File: config.mk
export PLATFORM = sky130hd
export DESIGN_NAME = regfile_wb_scheduler
export DESIGN_NICKNAME = d
export VERILOG_FILES = /design/src/rtl/rf_ctrl_pkg.sv /design/src/rtl/rr_arbiter.sv /design/src/rtl/regfile_wb_scheduler.sv
export SDC_FILE = /design/constraint.sdc
export NUM_CORES = 1
export LEC_CHECK = 0
export CORE_MARGIN = 1.5
export CORE_UTILIZATION = 37
export DETAILED_ROUTE_END_ITERATION = 6
export GPL_ROUTABILITY_DRIVEN = 1
export PLACE_DENSITY = 0.81
export SLEW_MARGIN = 30
export SYNTH_ARGS = -nofsm -noshare
export SYNTH_HDL_FRONTEND = slang
export SYNTH_SLANG_ARGS = --single-unit
File: constraint.sdc
create_clock -name clk -period 2.4 [get_ports clk]
set_input_delay 0.36 -clock clk [delete_from_list [all_inputs] [get_ports clk]]
set_output_delay 0.36 -clock clk [all_outputs]
set_load 0.01 [all_outputs]
File: src/rtl/rf_ctrl_pkg.sv
// rf_ctrl_pkg: shared register-bank widths and writeback requester indices
package rf_ctrl_pkg;
  localparam int REG_ADDR_W = 4;
  localparam int NUM_REGS = 2 ** REG_ADDR_W;
  localparam int DATA_W = 32;
  localparam int NUM_REQ = 3;
  localparam int REQ_ALU = 0;
  localparam int REQ_LOAD = 1;
  localparam int REQ_LINK = 2;
endpackage

File: src/rtl/rr_arbiter.sv
// rr_arbiter: round-robin one-hot grant searching upward from ptr
module rr_arbiter #(
  parameter int N = 3,
  parameter int PW = (N > 1) ? $clog2(N) : 1
) (
  input  logic [N-1:0]  req,
  input  logic [PW-1:0] ptr,
  output logic [N-1:0]  grant,
  output logic [PW-1:0] idx
);
  int c;
  logic found;
  always_comb begin
    grant = '0;
    idx = '0;
    found = 1'b0;
    c = 0;
    for (int k = 0; k < N; k++) begin
      c = (int'(ptr) + k) % N;
      if (!found && req[c]) begin
        found = 1'b1;
        grant[c] = 1'b1;
        idx = PW'(c);
      end
    end
  end
endmodule

File: src/rtl/regfile_wb_scheduler.sv
// regfile_wb_scheduler: arbitrates the bank write port and tracks in-flight writes for hazard stalls
module regfile_wb_scheduler
  import rf_ctrl_pkg::*;
#(
  parameter int NUM_REQ = rf_ctrl_pkg::NUM_REQ,
  parameter int DATA_W = rf_ctrl_pkg::DATA_W,
  parameter int REG_ADDR_W = rf_ctrl_pkg::REG_ADDR_W,
  parameter int NUM_REGS = rf_ctrl_pkg::NUM_REGS
) (
  input  logic                          clk,
  input  logic                          rst,
  input  logic [NUM_REQ-1:0]            req_valid,
  input  logic [NUM_REQ*REG_ADDR_W-1:0] req_dest,
  input  logic [NUM_REQ*DATA_W-1:0]     req_data,
  output logic [NUM_REQ-1:0]            req_ready,
  output logic [REG_ADDR_W-1:0]         destination,
  output logic [DATA_W-1:0]             ldr_mux_in,
  output logic                          reg_write,
  input  logic                          issue_valid,
  input  logic [REG_ADDR_W-1:0]         issue_dest,
  input  logic [REG_ADDR_W-1:0]         src1_sel,
  input  logic [REG_ADDR_W-1:0]         src2_sel,
  output logic                          issue_stall,
  output logic [NUM_REGS-1:0]           pending
);
  localparam int PW = (NUM_REQ > 1) ? $clog2(NUM_REQ) : 1;
  logic [PW-1:0] rr_ptr, win, ptr_nxt;
  logic [NUM_REQ-1:0] grant;
  logic any;
  logic [REG_ADDR_W-1:0] wd;
  logic [DATA_W-1:0] wdat;
  logic [NUM_REGS-1:0] set_m, clr_m;
  rr_arbiter #(.N(NUM_REQ), .PW(PW)) u_arb (
    .req(req_valid),
    .ptr(rr_ptr),
    .grant(grant),
    .idx(win)
  );
  assign any = |grant;
  assign req_ready = rst ? '0 : grant;
  assign ptr_nxt = (win == PW'(NUM_REQ - 1)) ? '0 : win + 1'b1;
  always_comb begin
    wd = '0;
    wdat = '0;
    for (int i = 0; i < NUM_REQ; i++) begin
      if (grant[i]) begin
        wd = req_dest[i*REG_ADDR_W +: REG_ADDR_W];
        wdat = req_data[i*DATA_W +: DATA_W];
      end
    end
  end
  assign issue_stall = issue_valid & (pending[src1_sel] | pending[src2_sel] | pending[issue_dest]);
  assign set_m = (issue_valid && !issue_stall) ? NUM_REGS'(1) << issue_dest : '0;
  assign clr_m = reg_write ? NUM_REGS'(1) << destination : '0;
  always_ff @(posedge clk or posedge rst) begin
    if (rst) begin
      destination <= '0;
      ldr_mux_in <= '0;
      reg_write <= 1'b0;
      rr_ptr <= '0;
      pending <= '0;
    end else begin
      reg_write <= any;
      if (any) begin
        destination <= wd;
        ldr_mux_in <= wdat;
        rr_ptr <= ptr_nxt;
      end
      pending <= (pending & ~clr_m) | set_m;
    end
  end
endmodule
# ---- After elaboration in Yosys (flattened, before gate mapping)
# Cells that the tools add are included.
dict set report op_classes {
  reduce_logical 10
  n_shift 2
  n_bitwise 8
  div 3
  order_cmp 9
  muxes 39
  n_eq_ne 1
  add_sub_neg 3
}
# operator count
set op_table {}
lappend op_table {{$ge 32x1->1 const B} 3}
lappend op_table {{$lt 32x4->1 const B} 3}
lappend op_table {{$mux 32} 3}
lappend op_table {{$mod 32x3->32 const B} 2}
lappend op_table {{$mod 3x3->32 const B} 1}
lappend op_table {{$mux 16} 2}
lappend op_table {{$shl 1x4->16 const A} 2}
lappend op_table {{$and 16x16->16} 1}
lappend op_table {{$not 16->16} 1}
lappend op_table {{$or 16x16->16} 1}
lappend op_table {{$lt 4x5->1 const B} 3}
lappend op_table {{$mux 1} 14}
lappend op_table {{$bmux 1 s4} 3}
lappend op_table {{$mux 3} 4}
lappend op_table {{$mux 4} 3}
lappend op_table {{$mux 2} 4}
lappend op_table {{$bmux 1 s2} 3}
lappend op_table {{$demux 1 s2} 3}
lappend op_table {{$logic_and 1x1->1} 6}
lappend op_table {{$or 3x3->3} 2}
lappend op_table {{$add 2x1->3 const B} 1}
lappend op_table {{$add 2x2->3 const B} 1}
lappend op_table {{$logic_not 1->1} 3}
lappend op_table {{$reduce_or 3->1} 1}
lappend op_table {{4 further kinds} 5}
dict set report word_totals {
  output_inout_bits 57
  input_bits 126
  register_bits 55
}

# ---- Logic depth before layout (Yosys ltp)
dict set report logic_depth {
  depth_word 14
  mapped_depth 11
  mapped_depth_nobuf 8
}

# ---- Modules after synthesis
# A second synthesis with hierarchy kept.
dict set report unflattened {
  cells_unflattened 326
  hier_area_um2 3309.4
}
# module area_per_inst_um2 instances cells_per_inst
set by_module_without_submodules {}
lappend by_module_without_submodules {regfile_wb_scheduler 2976.6 1 274}
lappend by_module_without_submodules {rr_arbiter 332.8 1 52}

# ---- Worst setup path after synthesis
# OpenSTA, ideal clock, no wires.
dict set report synth_timing {
  kind {flip-flop to output port}
  from {reg rr_ptr[1]}
  to {out req_ready[0]}
  arrival_time_ps 2168
  path_buffers 3
  path_stages_with_launch 11
  path_slack_ps -128
  cell_sequence {dfrtp_1 inv_1 ha_1 buf_2 mux2_4 a21bo_2 a2111oi_2 or2_1 buf_4 buf_4 nor2_1}
}
dict set report synth_between {
  elab_chain_cells 12
}
# element line
set synth_rtl {}
lappend synth_rtl {{start: declaration} regfile_wb_scheduler.sv:27} ;# logic [PW-1:0] rr_ptr, win, ptr_nxt;
lappend synth_rtl {{start signal: assignment} regfile_wb_scheduler.sv:67} ;# rr_ptr <= ptr_nxt;
lappend synth_rtl {{parallel branches: the longest is 10 deep, another holds $mod 32x3->32} --}
lappend synth_rtl {{$mux 3 (*)} rr_arbiter.sv:20} ;# if (!found && req[c]) begin
lappend synth_rtl {{$mux 3 (*)} regfile_wb_scheduler.sv:40} ;# assign req_ready = rst ? '0 : grant;
lappend synth_rtl {{end: declaration} regfile_wb_scheduler.sv:15} ;# output logic [NUM_REQ-1:0] req_ready,
# Mark *: on every way between the ends. The select of a mux whose other input is x is not followed.

# ---- Worst setup path after layout
# Ends and elaborated chain as after synthesis.

==> tab_implementation.tex <==
\begin{tabular}{lr}
\hline
Metric & Value \\
\hline
\multicolumn{2}{l}{\textbf{Floorplan}} \\
\quad Vertical die dimension & 101 µm \\
\quad Top-level I/O count & 183 \\
\quad Area of the core & 9280 µm² \\
\quad Row count & 35 \\
\quad DIE WIDTH & 101 µm \\
\quad Initial standard-cell utilization of the core & 0.383 \\
\quad Die footprint & 10200 µm² \\
\multicolumn{2}{l}{\textbf{Place}} \\
\quad Worst slack after detailed placement & -0.866 ns \\
\quad HPWL reported at the end of detailed placement & 9.89 mm \\
\quad Placer's final routability congestion estimate & 0.949 \\
\quad Placed cell count & 735 \\
\quad Total of buffers placed on input and output ports & 182 \\
\multicolumn{2}{l}{\textbf{Clock tree}} \\
\quad Clock insertion delay at the later pin of the skew report & 0.30 ns \\
\quad Maximum root-to-sink buffer count & 2 \\
\quad Clock Tree Root & clkbuf\_8 \\
\quad Count of clock tree sinks & 55 \\
\quad Clk pin slew, worst setup/hold paths & 0.10 ns \\
\quad CTS tree & yes \\
\quad H-tree Lvls & 2 \\
\quad TritonCTS buffer count & 5 \\
\multicolumn{2}{l}{\textbf{Yosys}} \\
\quad Total of flip-flops plus latches after synthesis & 55 \\
\quad Number of synthesized flops with an enable pin & 0 \\
\quad Syn nets & 516 \\
\quad Warnings, synthesis & 0 \\
\quad Gate count after technology mapping & 386 \\
\quad Total standard cell area after synthesis & 3550 µm² \\
\quad Count of different cell masters after synthesis & 48 \\
\quad Average size of a mapped cell & 9.21 µm² \\
\quad Synth async-reset ratio & 1.00 \\
\quad Predominant post-synthesis flop cell & dfrtp\_1 \\
\quad Sequential cell area fraction in the yosys report & 0.387 \\
\multicolumn{2}{l}{\textbf{Final layout}} \\
\quad Final Net Count & 752 \\
\quad Count of antenna diodes in the layout & 0 \\
\quad Final instance count without filler cells & 750 \\
\quad Final core utilization & 0.665 \\
\quad Synth-to-layout area growth & 73.8\% \\
\quad Most common cell after layout, fill and taps aside & clkdlybuf4s50\_1 \\
\quad Share of final-layout standard cells stronger than drive strength 1 & 0.214 \\
\quad Most used cells in the layout excluding fill and tap cells & 173 x clkdlybuf4s50\_1, 77 x nand2\_1, 62 x buf\_4 \\
\multicolumn{2}{l}{\textbf{Global routing}} \\
\quad Antenna violations before repair & 0 \\
\quad Global-route usage over all layers & 0.257 \\
\quad Number of global-route vias before repair & 4154 \\
\quad First-pass GRT wire length & 20.4 mm \\
\quad Overflow left after global routing & 0 \\
\quad Pin count of the biggest net entering global routing & 37 \\
\multicolumn{2}{l}{\textbf{Timing}} \\
\quad Max-slew headroom & 0.665 \\
\quad Clk\_skew & 0.00781 ns \\
\quad Final critical path time including I/O delays and setup & 2.58 ns \\
\quad Part of the cycle the worst path needs & 1.07 \\
\quad Setup violators final & 41 \\
\quad Maximum frequency from static timing analysis & 0.388 GHz \\
\quad Transition time at the pin with the least slew margin & 0.502 ns \\
\quad Pins over their slew limit & 0 \\
\quad Number of hold violations in the final report & 0 \\
\quad Worst setup slack after layout & -0.178 ns \\
\quad Setup TNS Final & -2.88 ns \\
\quad RSZ-0062 raised after global routing & true \\
\multicolumn{2}{l}{\textbf{Setup path}} \\
\quad Nature of the critical path startpoint & flip-flop \\
\quad Data arrival time of the worst path & 2.22 ns \\
\quad Cell Chain, Critical Path & inv\_2 > ha\_4 > mux2\_4 > a21o\_1 > a2111oi\_4 > or2\_1 > nor2\_1 > buf\_2 \\
\quad Kind of capture point of the worst setup path & output pin \\
\quad Critical Path RT & 2.04 ns \\
\quad Peak fanout along the critical path & 3 \\
\quad CP max stage delay & 0.42 ns \\
\quad Setup CP Type & reg -> out \\
\quad Critical-path top delay cell & dfrtp\_1 \\
\multicolumn{2}{l}{\textbf{Power and ir drop}} \\
\quad Total power after layout & 8.41 mW \\
\quad Static Leakage & 2.54 nW \\
\quad Worst ir drop on vdd & 0.917 mV \\
\quad Power density relative to cell area & 1360 nW/µm² \\
\multicolumn{2}{l}{\textbf{Route}} \\
\quad Number of optimization iterations in the first detailed-route pass & 4 \\
\quad Final wirelength & 12.9 mm \\
\quad Initial detailed-routing violation count & 143 \\
\quad Overall via count from detail\_route & 3997 \\
\quad Routed length per placed instance & 17.2 µm \\
\quad DRC violation count after routing & 0 \\
\quad Remaining antenna violation count & 0 \\
\quad Average vias per placed instance & 5.33 \\
\multicolumn{2}{l}{\textbf{Hold path}} \\
\quad Path class of the lowest-slack min-delay path & in -> async \\
\multicolumn{2}{l}{\textbf{Job}} \\
\quad Max-capacitance violation count & 0 \\
\multicolumn{2}{l}{\textbf{Status}} \\
\quad Violations in the final reports & setup timing \\
\quad Run status & finished with violations \\
\hline
\end{tabular}
## critical path, delay by kind of cell (launching register included)
family / cells / cell delay, ns
compound gates: 2 / 0.54
flops: 1 / 0.42
mux: 1 / 0.33
simple gates: 2 / 0.24
buf+inv: 2 / 0.23
fa+ha+maj: 1 / 0.15
## cells by family after synthesis
| group | count (synthesis) | share of synthesized area |
|---|---|---|
| and+or+nand+nor | 152 | 0.203 |
| AOI/OAI and AO/OA | 122 | 0.238 |
| adders and majority gates | 4 | 0.0141 |
| muxes | 20 | 0.114 |
| buffers and inverters | 33 | 0.0437 |
| DFF | 55 | 0.387 |
## synth_stat cells (all sizes together) (3+ instances only)
master	instances	area, µm²
ha	4	50.1
a31oi	37	231
o2bb2ai	36	315
or2	4	27.5
nand4b	3	38.8
dfrtp	55	1380
buf	12	68.8
clkbuf	12	52.6
nand2b	7	43.8
nand3b	3	22.5
mux2	4	48.8
nor2	45	188
mux4	14	338
inv	9	33.8
o21ai	34	170
nand2	78	293
## report_power, final
group	total, mW	switching [mW]	internal, mW
sequential	1.80	0.359	1.44
clock	0.485	0.290	0.195
combinational	6.13	3.03	3.10
## layout make-up
type / count / area [µm²]
clock buffers: 5 / 68.8
clock inverters: 1 / 7.51
fillers: 758 / 3110
inverters: 9 / 33.8
multi-input cells: 298 / 2130
flip-flops and latches: 55 / 1380
well taps: 129 / 161
repair buffers: 253 / 2400
## metal layers
layer,part of all wire,up-vias,track usage
met5,0,-,0
met4,0.023,0,0.0780
met3,0.049,24,0.0437
met2,0.53,139,0.472
met1,0.40,1948,0.306
li1,-,1886,-
## final timing paths
kind	endpoint	cells past startpoint	slack, ns	start
setup / recovery	req_ready[0]	8	-0.18	rr_ptr[1]$_DFFE_PP0P_
hold / removal	ldr_mux_in[24]$_DFFE_PP0P_	2	0.48	rst
setup reg to reg	ldr_mux_in[1]$_DFFE_PP0P_	9	-0.12	rr_ptr[1]$_DFFE_PP0P_
hold reg to reg	ldr_mux_in[16]$_DFFE_PP0P_	2	0.54	ldr_mux_in[16]$_DFFE_PP0P_
max in group asynchronous	ldr_mux_in[28]$_DFFE_PP0P_	3	1.36	rst
min in group clk	ldr_mux_in[16]$_DFFE_PP0P_	2	0.54	ldr_mux_in[16]$_DFFE_PP0P_
## through the flow
step                hold slack [ns]  instance area, µm²
finish                        0.482                6180
global route                  0.541                6180
CTS                           0.503                6110
detailed placement            0.529                5940
global placement              0.523                5940
floorplan                     0.508                3580
## state kept, by name, indices dropped and copies added, names as in the netlist
name	count
pending	16
rr_ptr	2
reg_write	1
destination	4
ldr_mux_in	32
## repair_timing
| action | CTS | global route |
|---|---|---|
| gates resized for setup | 49 | 15 |
| hold buffers | 0 | 0 |
| setup endpoints to repair | 59 | 42 |
| pin swaps | 10 | 10 |
| setup buffers | 10 | 1 |
No activity file was read; power rests on OpenSTA's default activity.
